===== config.mk =====
export PLATFORM = sky130hd
export DESIGN_NAME = mc_controller_flat
export DESIGN_NICKNAME = d
export VERILOG_FILES = /design/src/rtl/mc_controller_if.sv /design/src/rtl/mc_controller.sv /design/src/flat_wrapper.sv
export SDC_FILE = /design/constraint.sdc
export NUM_CORES = 1
export LEC_CHECK = 0
export CAP_MARGIN = 20
export CORE_AREA = 4 4 58 60
export CTS_CLUSTER_SIZE = 16
export DETAILED_ROUTE_END_ITERATION = 10
export DIE_AREA = 0 0 62 64
export GPL_ROUTABILITY_DRIVEN = 0
export PLACE_DENSITY = 0.92
export SETUP_SLACK_MARGIN = 0.2
export SLEW_MARGIN = 10
export SYNTH_ARGS = -nofsm -noshare
export SYNTH_HDL_FRONTEND = slang
export SYNTH_SLANG_ARGS = --single-unit

===== constraint.sdc =====
create_clock -name clk -period 5.44 [get_ports clk]
set_input_delay 1.088 -clock clk [delete_from_list [all_inputs] [get_ports clk]]
set_output_delay 1.088 -clock clk [all_outputs]
set_load 0.02 [all_outputs]

===== src/rtl/mc_controller_if.sv =====
// Control bundle between the multicycle controller and its datapath:
// instruction fields and ALU zero flag in, control strobes and debug state out.
interface mc_controller_if;
  logic [5:0] opcode;
  logic [5:0] funct;
  logic       ZeroFlag;
  logic       initPC;
  logic       IorD;
  logic       MemRead;
  logic       MemWrite;
  logic       IRWrite;
  logic       RegWrite;
  logic       PCLoad;
  logic [1:0] RegDst;
  logic [1:0] MemtoReg;
  logic       ALUSrcA;
  logic [1:0] ALUSrcB;
  logic [2:0] ALUop;
  logic [1:0] PCSrc;
  logic       illegal;
  logic [3:0] state;

  modport master (
    input  opcode, funct, ZeroFlag,
    output initPC, IorD, MemRead, MemWrite, IRWrite, RegWrite, PCLoad,
           RegDst, MemtoReg, ALUSrcA, ALUSrcB, ALUop, PCSrc, illegal, state
  );

  modport slave (
    output opcode, funct, ZeroFlag,
    input  initPC, IorD, MemRead, MemWrite, IRWrite, RegWrite, PCLoad,
           RegDst, MemtoReg, ALUSrcA, ALUSrcB, ALUop, PCSrc, illegal, state
  );
endinterface


===== src/rtl/mc_controller.sv =====
// Moore FSM controller for a multicycle MIPS subset. Outputs are registered from
// the next state; only PCLoad mixes in ZeroFlag combinationally.
module mc_controller (
  input  logic          clk,
  input  logic          rst,
  mc_controller_if.master bus
);

  typedef enum logic [3:0] {
    S_INIT    = 4'd0,
    S_IF      = 4'd1,
    S_ID      = 4'd2,
    S_MEMADR  = 4'd3,
    S_MEMRD   = 4'd4,
    S_MEMWB   = 4'd5,
    S_MEMWR   = 4'd6,
    S_REXE    = 4'd7,
    S_RWB     = 4'd8,
    S_BEQ     = 4'd9,
    S_IEXE    = 4'd10,
    S_IWB     = 4'd11,
    S_JMP     = 4'd12,
    S_JAL     = 4'd13,
    S_JR      = 4'd14,
    S_ILLEGAL = 4'd15
  } state_t;

  localparam logic [5:0] OP_RTYPE = 6'b000000;
  localparam logic [5:0] OP_J     = 6'b000010;
  localparam logic [5:0] OP_JAL   = 6'b000011;
  localparam logic [5:0] OP_BEQ   = 6'b000100;
  localparam logic [5:0] OP_ADDI  = 6'b001000;
  localparam logic [5:0] OP_SLTI  = 6'b001010;
  localparam logic [5:0] OP_LW    = 6'b100011;
  localparam logic [5:0] OP_SW    = 6'b101011;
  localparam logic [5:0] FN_JR    = 6'b001000;

  localparam logic [2:0] ALU_AND = 3'b000;
  localparam logic [2:0] ALU_OR  = 3'b001;
  localparam logic [2:0] ALU_ADD = 3'b010;
  localparam logic [2:0] ALU_SUB = 3'b110;
  localparam logic [2:0] ALU_SLT = 3'b111;

  state_t     state_q, state_d;
  logic       is_lw_q, is_lw_d;
  logic [2:0] alu_lat_q, alu_lat_d;

  logic       init_pc_q, init_pc_d;
  logic       iord_q, iord_d;
  logic       mem_read_q, mem_read_d;
  logic       mem_write_q, mem_write_d;
  logic       ir_write_q, ir_write_d;
  logic       reg_write_q, reg_write_d;
  logic       pc_write_q, pc_write_d;
  logic       pc_write_cond_q, pc_write_cond_d;
  logic [1:0] reg_dst_q, reg_dst_d;
  logic [1:0] memto_reg_q, memto_reg_d;
  logic       alu_src_a_q, alu_src_a_d;
  logic [1:0] alu_src_b_q, alu_src_b_d;
  logic [2:0] alu_op_q, alu_op_d;
  logic [1:0] pc_src_q, pc_src_d;
  logic       illegal_q, illegal_d;

  logic       funct_known;
  logic [2:0] funct_alu;

  always_comb begin
    funct_known = 1'b1;
    funct_alu   = ALU_ADD;
    case (bus.funct)
      6'b100000: funct_alu = ALU_ADD;
      6'b100010: funct_alu = ALU_SUB;
      6'b100100: funct_alu = ALU_AND;
      6'b100101: funct_alu = ALU_OR;
      6'b101010: funct_alu = ALU_SLT;
      default:   funct_known = 1'b0;
    endcase
  end

  // Instruction fields are only looked at in ID; everything needed later is latched here.
  always_comb begin
    state_d   = state_q;
    is_lw_d   = is_lw_q;
    alu_lat_d = alu_lat_q;
    case (state_q)
      S_INIT: state_d = S_IF;
      S_IF:   state_d = S_ID;
      S_ID: begin
        is_lw_d = (bus.opcode == OP_LW);
        case (bus.opcode)
          OP_LW, OP_SW: state_d = S_MEMADR;
          OP_RTYPE: begin
            if (funct_known) begin
              state_d   = S_REXE;
              alu_lat_d = funct_alu;
            end else if (bus.funct == FN_JR) begin
              state_d = S_JR;
            end else begin
              state_d = S_ILLEGAL;
            end
          end
          OP_BEQ:  state_d = S_BEQ;
          OP_ADDI: begin
            state_d   = S_IEXE;
            alu_lat_d = ALU_ADD;
          end
          OP_SLTI: begin
            state_d   = S_IEXE;
            alu_lat_d = ALU_SLT;
          end
          OP_J:    state_d = S_JMP;
          OP_JAL:  state_d = S_JAL;
          default: state_d = S_ILLEGAL;
        endcase
      end
      S_MEMADR:  state_d = is_lw_q ? S_MEMRD : S_MEMWR;
      S_MEMRD:   state_d = S_MEMWB;
      S_REXE:    state_d = S_RWB;
      S_IEXE:    state_d = S_IWB;
      S_ILLEGAL: state_d = S_ILLEGAL;
      default:   state_d = S_IF;
    endcase
  end

  // Output decode keyed on the next state so every control lands in its flop alongside state_q.
  always_comb begin
    init_pc_d       = 1'b0;
    iord_d          = 1'b0;
    mem_read_d      = 1'b0;
    mem_write_d     = 1'b0;
    ir_write_d      = 1'b0;
    reg_write_d     = 1'b0;
    pc_write_d      = 1'b0;
    pc_write_cond_d = 1'b0;
    reg_dst_d       = 2'b00;
    memto_reg_d     = 2'b00;
    alu_src_a_d     = 1'b0;
    alu_src_b_d     = 2'b00;
    alu_op_d        = 3'b000;
    pc_src_d        = 2'b00;
    illegal_d       = 1'b0;
    case (state_d)
      S_INIT: init_pc_d = 1'b1;
      S_IF: begin
        mem_read_d  = 1'b1;
        ir_write_d  = 1'b1;
        pc_write_d  = 1'b1;
        alu_src_b_d = 2'b01;
        alu_op_d    = ALU_ADD;
      end
      S_ID: begin
        alu_src_b_d = 2'b11;
        alu_op_d    = ALU_ADD;
      end
      S_MEMADR: begin
        alu_src_a_d = 1'b1;
        alu_src_b_d = 2'b10;
        alu_op_d    = ALU_ADD;
      end
      S_MEMRD: begin
        iord_d     = 1'b1;
        mem_read_d = 1'b1;
      end
      S_MEMWB: begin
        memto_reg_d = 2'b01;
        reg_write_d = 1'b1;
      end
      S_MEMWR: begin
        iord_d      = 1'b1;
        mem_write_d = 1'b1;
      end
      S_REXE: begin
        alu_src_a_d = 1'b1;
        alu_op_d    = alu_lat_d;
      end
      S_RWB: begin
        reg_dst_d   = 2'b01;
        reg_write_d = 1'b1;
      end
      S_BEQ: begin
        alu_src_a_d     = 1'b1;
        alu_op_d        = ALU_SUB;
        pc_write_cond_d = 1'b1;
        pc_src_d        = 2'b01;
      end
      S_IEXE: begin
        alu_src_a_d = 1'b1;
        alu_src_b_d = 2'b10;
        alu_op_d    = alu_lat_d;
      end
      S_IWB: reg_write_d = 1'b1;
      S_JMP: begin
        pc_write_d = 1'b1;
        pc_src_d   = 2'b10;
      end
      S_JAL: begin
        pc_write_d  = 1'b1;
        pc_src_d    = 2'b10;
        reg_write_d = 1'b1;
        reg_dst_d   = 2'b10;
        memto_reg_d = 2'b10;
      end
      S_JR: begin
        pc_write_d = 1'b1;
        pc_src_d   = 2'b11;
      end
      default: illegal_d = 1'b1;
    endcase
  end

  always_ff @(posedge clk or negedge rst) begin
    if (!rst) begin
      state_q         <= S_INIT;
      is_lw_q         <= 1'b0;
      alu_lat_q       <= ALU_ADD;
      init_pc_q       <= 1'b1;
      iord_q          <= 1'b0;
      mem_read_q      <= 1'b0;
      mem_write_q     <= 1'b0;
      ir_write_q      <= 1'b0;
      reg_write_q     <= 1'b0;
      pc_write_q      <= 1'b0;
      pc_write_cond_q <= 1'b0;
      reg_dst_q       <= 2'b00;
      memto_reg_q     <= 2'b00;
      alu_src_a_q     <= 1'b0;
      alu_src_b_q     <= 2'b00;
      alu_op_q        <= 3'b000;
      pc_src_q        <= 2'b00;
      illegal_q       <= 1'b0;
    end else begin
      state_q         <= state_d;
      is_lw_q         <= is_lw_d;
      alu_lat_q       <= alu_lat_d;
      init_pc_q       <= init_pc_d;
      iord_q          <= iord_d;
      mem_read_q      <= mem_read_d;
      mem_write_q     <= mem_write_d;
      ir_write_q      <= ir_write_d;
      reg_write_q     <= reg_write_d;
      pc_write_q      <= pc_write_d;
      pc_write_cond_q <= pc_write_cond_d;
      reg_dst_q       <= reg_dst_d;
      memto_reg_q     <= memto_reg_d;
      alu_src_a_q     <= alu_src_a_d;
      alu_src_b_q     <= alu_src_b_d;
      alu_op_q        <= alu_op_d;
      pc_src_q        <= pc_src_d;
      illegal_q       <= illegal_d;
    end
  end

  assign bus.state    = state_q;
  assign bus.initPC   = init_pc_q;
  assign bus.IorD     = iord_q;
  assign bus.MemRead  = mem_read_q;
  assign bus.MemWrite = mem_write_q;
  assign bus.IRWrite  = ir_write_q;
  assign bus.RegWrite = reg_write_q;
  assign bus.PCLoad   = pc_write_q | (pc_write_cond_q & bus.ZeroFlag);
  assign bus.RegDst   = reg_dst_q;
  assign bus.MemtoReg = memto_reg_q;
  assign bus.ALUSrcA  = alu_src_a_q;
  assign bus.ALUSrcB  = alu_src_b_q;
  assign bus.ALUop    = alu_op_q;
  assign bus.PCSrc    = pc_src_q;
  assign bus.illegal  = illegal_q;

endmodule


===== src/flat_wrapper.sv =====
// flat-port wrapper written by rule: the top's interface ports become plain ports
module mc_controller_flat 
  (clk, rst, bus_opcode, bus_funct, bus_ZeroFlag, bus_initPC, bus_IorD, bus_MemRead, bus_MemWrite, bus_IRWrite, bus_RegWrite, bus_PCLoad, bus_RegDst, bus_MemtoReg, bus_ALUSrcA, bus_ALUSrcB, bus_ALUop, bus_PCSrc, bus_illegal, bus_state);
  mc_controller_if bus_i ();
  input  logic clk;
  input  logic rst;
  input wire logic [$bits(bus_i.opcode)-1:0] bus_opcode;
  input wire logic [$bits(bus_i.funct)-1:0] bus_funct;
  input wire logic [$bits(bus_i.ZeroFlag)-1:0] bus_ZeroFlag;
  output wire logic [$bits(bus_i.initPC)-1:0] bus_initPC;
  output wire logic [$bits(bus_i.IorD)-1:0] bus_IorD;
  output wire logic [$bits(bus_i.MemRead)-1:0] bus_MemRead;
  output wire logic [$bits(bus_i.MemWrite)-1:0] bus_MemWrite;
  output wire logic [$bits(bus_i.IRWrite)-1:0] bus_IRWrite;
  output wire logic [$bits(bus_i.RegWrite)-1:0] bus_RegWrite;
  output wire logic [$bits(bus_i.PCLoad)-1:0] bus_PCLoad;
  output wire logic [$bits(bus_i.RegDst)-1:0] bus_RegDst;
  output wire logic [$bits(bus_i.MemtoReg)-1:0] bus_MemtoReg;
  output wire logic [$bits(bus_i.ALUSrcA)-1:0] bus_ALUSrcA;
  output wire logic [$bits(bus_i.ALUSrcB)-1:0] bus_ALUSrcB;
  output wire logic [$bits(bus_i.ALUop)-1:0] bus_ALUop;
  output wire logic [$bits(bus_i.PCSrc)-1:0] bus_PCSrc;
  output wire logic [$bits(bus_i.illegal)-1:0] bus_illegal;
  output wire logic [$bits(bus_i.state)-1:0] bus_state;
  assign bus_i.opcode = bus_opcode;
  assign bus_i.funct = bus_funct;
  assign bus_i.ZeroFlag = bus_ZeroFlag;
  assign bus_initPC = bus_i.initPC;
  assign bus_IorD = bus_i.IorD;
  assign bus_MemRead = bus_i.MemRead;
  assign bus_MemWrite = bus_i.MemWrite;
  assign bus_IRWrite = bus_i.IRWrite;
  assign bus_RegWrite = bus_i.RegWrite;
  assign bus_PCLoad = bus_i.PCLoad;
  assign bus_RegDst = bus_i.RegDst;
  assign bus_MemtoReg = bus_i.MemtoReg;
  assign bus_ALUSrcA = bus_i.ALUSrcA;
  assign bus_ALUSrcB = bus_i.ALUSrcB;
  assign bus_ALUop = bus_i.ALUop;
  assign bus_PCSrc = bus_i.PCSrc;
  assign bus_illegal = bus_i.illegal;
  assign bus_state = bus_i.state;
  mc_controller u_core (.clk(clk), .rst(rst), .bus(bus_i));
endmodule

### After elaboration in Yosys (flattened, before gate mapping)

Index checks and enable logic that the tools add are counted.
W data, S select, Z words.

* register bits: 29
* latch bits: 0
* bits in writable memories: 0
* memory bits (read-only): 0
* bits of input ports: 15
* logic and storage cells: 94
* memories kept: 0

* add/subtract/negate cells: 0
* $mul: 0
* div/mod/pow operators: 0
* $lt $le $gt $ge: 0
* eq/ne operators: 34
* shifts and indexed selects: 0
* muxes and demuxes: 25
* bitwise gates (word level): 2
* reduce and logical (&&, ||, !) cells: 15

Operator list (number)
* $eq A6 B6 Y1 const B: 7
* $eq A4 B4 Y1 const B: 9
* $pmux W4 S7: 1
* $eq A4 B3 Y1 const B: 6
* $pmux W4 S6: 1
* $eq A6 B4 Y1 const B: 3
* $pmux W3 S3: 2
* $eq A4 B2 Y1 const B: 4
* $reduce_or A15 Y1: 1
* $reduce_or A2 Y1: 7
* $eq A6 B2 Y1 const B: 2
* $mux W1: 12
* $pmux W2 S3: 2
* $pmux W3 S4: 1
* $reduce_or A4 Y1: 3
* $eq A4 B1 Y1 const B: 2
* $pmux W2 S2: 2
* $eq A6 B3 Y1 const B: 1
* $logic_not A6 Y1: 1
* $mux W3: 2
* $reduce_or A5 Y1: 1
* $logic_not A4 Y1: 1
* $mux W4: 1
* $reduce_or A3 Y1: 1
* other kinds (3): 3

### Longest topological paths before layout

Gate-level depths: netlist of the first run.

* depth after elaboration: 9
* depth in mapped cells: 8
* mapped depth without buffers: 6

### Worst setup path after synthesis of the first run

OpenSTA, ideal clock, no wires.

* kind: input to register
* start point: in bus_opcode[0]
* end point: reg u_core.alu_src_a_q, in the netlist u_core.bus.ALUSrcA
* library setup time: 0.079 ns
* arrival: 2.519 ns
* data required time: 5.361 ns
* setup slack: 2.842 ns
* cell stages on the path: 6
* cell sequence: or4_4 -> a221oi_4 -> nand2_4 -> xor2_1 -> nand2b_1 -> mux2i_1

* cells in the longest elaborated chain, start to end: 7

RTL lines
* from (decl): line flat_wrapper.sv:7 `input wire logic [$bits(bus_i.opcode)-1:0] bus_opcode;`
* $eq A6 B4 Y1 or $eq A6 B6 Y1 (tied branches): line mc_controller.sv:90 `case (bus.opcode)`
* $reduce_or A2 Y1, on equally long branches
* $pmux W4 S6 *: line mc_controller.sv:90
* $pmux W4 S7 *: line mc_controller.sv:85 `case (state_q)`
* net u_core.state_d[0]: line mc_controller.sv:44 `state_t state_q, state_d;`
* $eq A4 B2 Y1 (tied with other cells): line mc_controller.sv:142 `case (state_d)`
* $reduce_or A4 Y1 (no line) *
* $mux W1 *: line mc_controller.sv:142
* net u_core.alu_src_a_d: line mc_controller.sv:58 `logic alu_src_a_q, alu_src_a_d;`
* to (signal assigned): line mc_controller.sv:245 `alu_src_a_q <= alu_src_a_d;`
* to (decl): line mc_controller.sv:58

Mark *: on every way through the listed nets, which the timed path passes. The rest lies on a longest branch.
A chain may end at the register's enable or synchronous reset.

### Worst setup path in the final report of the first run

* start point: in bus_ZeroFlag
* end point: out bus_PCLoad

* cells in the longest elaborated chain, start to end: 2

RTL lines
* from (decl): line flat_wrapper.sv:9 `input wire logic [$bits(bus_i.ZeroFlag)-1:0] bus_ZeroFlag;`
* $and A1 B1 Y1: line mc_controller.sv:260 `assign bus.PCLoad = pc_write_q | (pc_write_cond_q & bus.ZeroFlag);`
* $or A1 B1 Y1: line mc_controller.sv:260
* to (decl): line flat_wrapper.sv:16 `output wire logic [$bits(bus_i.PCLoad)-1:0] bus_PCLoad;`

Every way passes these cells.

==> results.md, run 1 <==
* Post-layout nets at roughly 190
* Die X at approximately 62 um
* Synth area leader: dfrtp_1
* Max clock buf depth at 2
* Syn nets at approximately 150
* Top cells by area, synth: dfrtp_1, dfstp_2, nand2_1
* Synthesis-to-finish area growth at 31.2%
* Post-CTS Setup Bufs at 0
* Antenna Cells at 0
* Post-DP HPWL at approximately 2.4 mm
* Residual DRC count at 0
* Reg2reg setup slack at roughly 3.3 ns
* Post-CTS Hold Buffers at 0
* Worst Hold Path EP: u_core.bus.MemWrite$_DFF_PN0_
* Reg2Reg Depth at 6
* Synth async-reset ratio at 1.00
* Hold Crit Class: flip-flop to flip-flop
* Fraction of layout cells with a size suffix above 1 at 0.106
* Synth Flop Type: dfrtp_1
* Worst skew pair latency at 0.32 ns
* Area of the mapped netlist at between 0.001 and 0.0015 sq mm
* Root Buffer: clkbuf_4
* Worst VDD drop at ~350 uV
* Synthesized area per cell at 10.5 sq um
* Area of the multi-input gates at about 700 sq um
* Core area at 0.00293 sq mm
* Largest net degree at the start of global routing at 27
* Worst Path Max Fanout at 1
* Final core utilization at 0.628
* Worst EP required at ~4.4 ns
* Final hold vios at 0
* Final std cells w/o fill at 203
* Hold Crit Start: u_core.is_lw_q$_DFFE_PN0P_
* CTS tree: yes
* Fill cell count at between 200 and 250
* All-Layer GR Usage at 0.169
* Tightest Pin Transition at slightly above 0.6 ns
* Vias per cell at 5.71
* Crit end category: output port
* Syn. warnings at 0
* Max_cap viols at 0
* TritonRoute pass-1 iters at 4
* Worst Setup Start Kind: input port
* Reg-to-Reg Start: u_core.bus.state[3]$_DFF_PN0_
* Yosys top cell area share at 0.429
* Number of global-route vias before repair at between 1,000 and 1,500
* EDFF count, synth at 0
* Clock transition at path regs at 0.14 ns
* Initial cell density of the core at 0.479
* Register area share after synthesis at 0.466
* Register Area at roughly 650 sq um
* Routed WL at around 3.2 mm
* Post-Syn Instances at about 130
* Rows at 20
* Total negative slack at 0 ns
* Vias at 1,159
* RSZ-0062 raised after global routing: false
* Post-Route Skew at 0.00617 ns
* Max-slew violations at 0
* # IOs at 39
* Port Buffers at 38
* Post-Place Cells at between 150 and 200
* CTS H-tree lvls at 1
* Die height at ~64 um
* CP Class: input port to output port
* Cts bufs inserted at 3
* Initial antenna violation count at 0
* Tcrit/Tclk final at 0.612
* CP arrival at ~2.2 ns
* Yosys reg bits at 26
* LEAKAGE at roughly 0.00076 uW
* GR Overflow Total at 0
* DR WL/cell at around 16 um
* Post_cts resized at 0
* Yosys cell types at between 50 and 60
* Tmin final at about 3.3 ns
* Pwr/cell area at around 580 mW/mm^2
* First-pass GRT wire length at between 5 and 6 mm
* # setup viols final at 0
* # clock sinks at 26
* Antenna-violating nets left at 0
* Slew Limit Headroom at 0.592
* Drt initial violations at 23
* Worst hold path stage count at 1
* R2r endpoint: u_core.bus.ALUop[1]$_DFF_PN0_
* Die area at between 0.003 and 0.004 sq mm
* Peak Freq at roughly 300 MHz
* Outcome: completed
==> cell type report <==
cell class / count / area share
multi-input cells: 97 / 0.379
flip-flops and latches: 26 / 0.355
repair buffers: 38 / 0.204
well taps: 33 / 0.0225
clock inverters: 1 / 0.0163
clock buffers: 3 / 0.0123
inverters: 5 / 0.0102
==> sequential cells by signal, indices dropped and copies added (netlist names) <==
register                count
u_core.bus.RegWrite         1
u_core.bus.state            4
u_core.bus.ALUSrcA          1
u_core.bus.ALUSrcB          2
u_core.bus.PCSrc            2
u_core.bus.IorD             1
u_core.bus.MemRead          1
u_core.bus.illegal          1
u_core.bus.initPC           1
u_core.bus.ALUop            3
u_core.bus.RegDst           1
u_core.alu_lat_q            1
u_core.bus.MemWrite         1
u_core.pc_write_cond_q      1
u_core.pc_write_q           1
u_core.bus.IRWrite          1
u_core.bus.MemtoReg         2
u_core.is_lw_q              1
==> cells by family after synthesis <==
logic type	count (synthesis)	synth area share
mux	2	0.0143
xor+xnor	2	0.0125
simple gates	61	0.256
compound gates	31	0.212
flops	26	0.466
other cells	1	0.00268
buf+inv	11	0.0366
==> placed cells by master (no fill, tap or decap), types with 2 or more instances in the layout <==
cell type and instances:
a21oi_1 5, and3_1 3, clkbuf_4 3, clkdlybuf4s50_1 37, dfrtp_1 24, dfstp_2 2, inv_1 3, inv_2 2
mux2i_1 2, nand2_1 13, nand2b_1 7, nand3_1 5, nor2_1 10, nor2b_1 4, nor3_1 3, nor3b_1 3
nor4_1 2, o211a_1 2, o21ai_0 2, o21ai_1 3, o221ai_1 2, or4_1 2
==> critical path, cell delays in order <==
cell and delay, ns:
clkdlybuf4s50_1 0.46, a21o_1 0.10, clkdlybuf4s50_1 0.59
==> per-stage QoR <==
stage	total power (uW)	area, sq um	setup slack (ns)	hold WS (ns)
after global placement	913	1790	2.12	0.458
after CTS	1070	1840	2.10	0.477
after floorplan	736	1400	2.84	0.432
after global routing	1140	1840	2.06	0.503
final	1070	1840	2.11	0.472
after detailed placement	937	1790	2.11	0.457
==> power by group <==
part	internal, uW	leakage, uW	switching, uW	total [uW]
clock network	74.5	0.0000279	58.2	133
registers	266	0.000334	74.8	340
logic	263	0.000403	331	594
==> worst max path at each step <==
stage	slack, ns	endpoint	startpoint	cells past startpoint
3_3_place_gp	2.12	bus_PCLoad	bus_ZeroFlag	3
4_1_cts	2.10	bus_PCLoad	bus_ZeroFlag	3
5_1_grt	2.06	bus_PCLoad	bus_ZeroFlag	3
6_report	2.11	bus_PCLoad	bus_ZeroFlag	3
3_5_place_dp	2.11	bus_PCLoad	bus_ZeroFlag	3
2_1_floorplan	2.84	u_core.bus.ALUSrcA$_DFF_PN0_	bus_opcode[0]	6
==> Yosys cell counts (2+ instances only) <==
cell      number
a21oi_1        5
and3_1         3
buf_2          5
dfrtp_1       24
dfstp_2        2
inv_1          3
inv_2          2
mux2i_1        2
nand2_1       13
nand2b_1       7
nand3_1        5
nor2_1        10
nor2b_1        4
nor3_1         3
nor3b_1        3
nor4_1         2
o211a_1        2
o21ai_0        2
o21ai_1        3
o221ai_1       2
or4_1          2
==> per-layer routing <==
metal / GRT usage / up-vias / routed length (um)
li1: - / 564 / -
met2: 0.297 / 31 / 1730
met3: 0.0182 / 7 / 103
met1: 0.206 / 557 / 1260
met5: 0 / - / 0
met4: 0.0610 / 0 / 67
Power figures use the tool's default switching activity.
==> inputs of run 2 (changes only) <==
--- a/config.mk
+++ b/config.mk
@@ -6,12 +6,12 @@
 export NUM_CORES = 1
 export LEC_CHECK = 0
 export CAP_MARGIN = 20
-export CORE_AREA = 4 4 58 60
+export CORE_AREA = 4 4 60 62
 export CTS_CLUSTER_SIZE = 16
 export DETAILED_ROUTE_END_ITERATION = 10
-export DIE_AREA = 0 0 62 64
+export DIE_AREA = 0 0 64 66
 export GPL_ROUTABILITY_DRIVEN = 0
-export PLACE_DENSITY = 0.92
+export PLACE_DENSITY = 0.87
 export SETUP_SLACK_MARGIN = 0.2
 export SLEW_MARGIN = 10
 export SYNTH_ARGS = -nofsm -noshare
==> constraint.sdc (replaced) <==
create_clock -name clk -period 3.33 [get_ports clk]
set_input_delay 0.666 -clock clk [delete_from_list [all_inputs] [get_ports clk]]
set_output_delay 0.666 -clock clk [all_outputs]
set_load 0.02 [all_outputs]
==> run 2 against run 1 <==
Net effect: non-clock buffer count up 1; largest cell class unchanged; worst hold slack better by 0.0097 ns; critical path type is now input port to flip-flop; global-route usage down 1.6 points; first-iteration DRC count up 110%; cell area up 0.54%; clock skew down 0.0033 ns; routed wire length down 3.4%; register-to-register slack worse by 2.1 ns.
==> results.md, run 2 (synthesis results as in run 1) <==
* Outcome: completed
* Worst VDD drop at 413 uV (+17%)
* Reg2reg setup slack at 1.15 ns (-2.13 ns)
* Met1 global-route usage at 0.188 (-0.0177)
* Initial cell density of the core at 0.463 (-0.0158)
* RSZ-0062 raised after global routing: false
* Most frequent cells in the layout: clkdlybuf4s50_1, dfrtp_1, nand2_1
* Synthesis-to-finish area growth at 31.9%
* Gr busiest metal: met2
* CP Class: input port to flip-flop
* Design Power at 1670 uW (+56%)
* Die X at 64 um (+3.2%)
* Max clock buf depth at 2 (unchanged)
* Core area at 0.00303 sq mm (+3.4%)
* Rows at 20 (unchanged)
* Crit end category: flip-flop
* Clock transition at path regs at 0.13 ns (about the same)
* Pwr/cell area at 903 mW/mm^2 (+56%)
* Number of flip-flops in the largest register at 4 (unchanged)
* Max-slew violations at 0 (unchanged)
* Drt initial violations at 48 (+110%)
* Initial antenna violation count at 0 (unchanged)
* CP arrival at 2.79 ns (+0.55 ns)
* Number of global-route vias before repair at 1,099 (-0.54%)
* Post-CTS Hold Buffers at 0 (unchanged)
* Die height at 66 um (+3.1%)
* Cts bufs inserted at 3 (unchanged)
* Vias at 1,166 (+0.60%)
* DR WL/cell at 14.2 um (-8.8%)
* Port Buffers at 38 (unchanged)
* Post-layout nets at 187 (+0.54%)
* # setup viols final at 0 (unchanged)
* Antenna-violating nets left at 0 (unchanged)
* Routed WL at 3.05 mm (-3.4%)
* Total negative slack at 0 ns (unchanged)
* Tcrit/Tclk final at 0.763
* # clock sinks at 26 (unchanged)
* CTS tree: yes
* Vias per cell at 5.42 (-5.0%)
* All-Layer GR Usage at 0.154 (-0.0160)
* Worst EP required at 3.58 ns (-0.77 ns)
* # IOs at 39 (unchanged)
* Die area at 0.00422 sq mm (+6.5%)
* Most common cell after layout, fill and taps aside: clkdlybuf4s50_1
* Residual DRC count at 0 (unchanged)
* Global-route track usage on met2 at 0.284 (-0.0128)
* GR Overflow Total at 0 (unchanged)
* Peak Freq at 394 MHz
* Tmin final at roughly 2.5 ns
* Root Buffer: clkbuf_4
* TritonRoute pass-1 iters at 4 (unchanged)
* Antenna Cells at 0 (unchanged)
* Fraction of layout cells with a size suffix above 1 at 0.105 (-0.000619)
* Worst Setup Start Kind: input port
* Final hold vios at 0 (unchanged)
* LEAKAGE at 0.000763 uW (-0.28%)
* CTS H-tree lvls at 1 (unchanged)
* Post-Route Skew at 0.00287 ns (-0.00330 ns)
* First-pass GRT wire length at 5.17 mm (+1.1%)
* GR Util met3 at 0.0323 (+0.0141)
* Hold Crit Class: flip-flop to flip-flop
* Post-CTS Setup Bufs at 0 (unchanged)
* Worst skew pair latency at 0.31 ns (about the same)
* Slew Limit Headroom at 0.578 (-0.0141)
* Post-DP HPWL at 2.36 mm (-2.5%)
* Post_cts resized at 0 (unchanged)
* Largest net degree at the start of global routing at 27 (unchanged)
* Max_cap viols at 0 (unchanged)
* Worst Path Max Fanout at 9 (+8)
* Tightest Pin Transition at 0.627 ns (+0.0174 ns)
## run 2: layout make-up
type,count,area [sq um]
Clock buffer,4,36.3
Fill cell,250,1180
Inverter,5,18.8
Multi-Input combinational cell,97,697
Sequential cell,26,653
Tap cell,44,55.1
Timing Repair Buffer,39,388
## run 2: final timing paths
path / startpoint / to / depth (start not counted)
setup / recovery: bus_opcode[2] / u_core.bus.ALUSrcA$_DFF_PN0_ / 7
hold / removal: u_core.is_lw_q$_DFFE_PN0P_ / u_core.bus.MemWrite$_DFF_PN0_ / 1
setup reg to reg: u_core.bus.state[3]$_DFF_PN0_ / u_core.bus.ALUop[1]$_DFF_PN0_ / 6
hold reg to reg: u_core.is_lw_q$_DFFE_PN0P_ / u_core.bus.MemWrite$_DFF_PN0_ / 1
max in group asynchronous: rst / u_core.alu_lat_q[1]$_DFF_PN1_ / 2
min in group asynchronous: rst / u_core.bus.MemWrite$_DFF_PN0_ / 2
## run 2: worst max-delay path, stage by stage
cell and delay, ns:
clkdlybuf4s50_1 0.53, or4_4 0.60, a221oi_4 0.35, nand2_4 0.13, xor2_1 0.27, nand2b_1 0.11
mux2i_1 0.13
## run 2: report_power, final
part | total (uW) | internal, uW | switching (uW) | leakage (uW)
clock | 154 | 66.8 | 86.9 | 0.0000210
combinational | 961 | 432 | 529 | 0.000407
sequential | 555 | 434 | 121 | 0.000334
## run 2: through the flow
step           utilization  cells  hold WS, ns  cell area, sq um  setup slack (ns)
6_report             0.610    215        0.482              1850             0.790
5_1_grt              0.610    215        0.523              1850             0.680
4_1_cts              0.610    215        0.485              1850             0.819
3_5_place_dp         0.598    211        0.465              1810             0.474
3_3_place_gp         0.598    211        0.453              1810             0.559
2_1_floorplan            -    134        0.370              1400              1.15
## run 2: per-layer routing
layer | vias up | routed length, um
met5 | - | 0
met4 | 0 | 0
met3 | 0 | 129
met2 | 29 | 1680
met1 | 569 | 1240
li1 | 568 | -
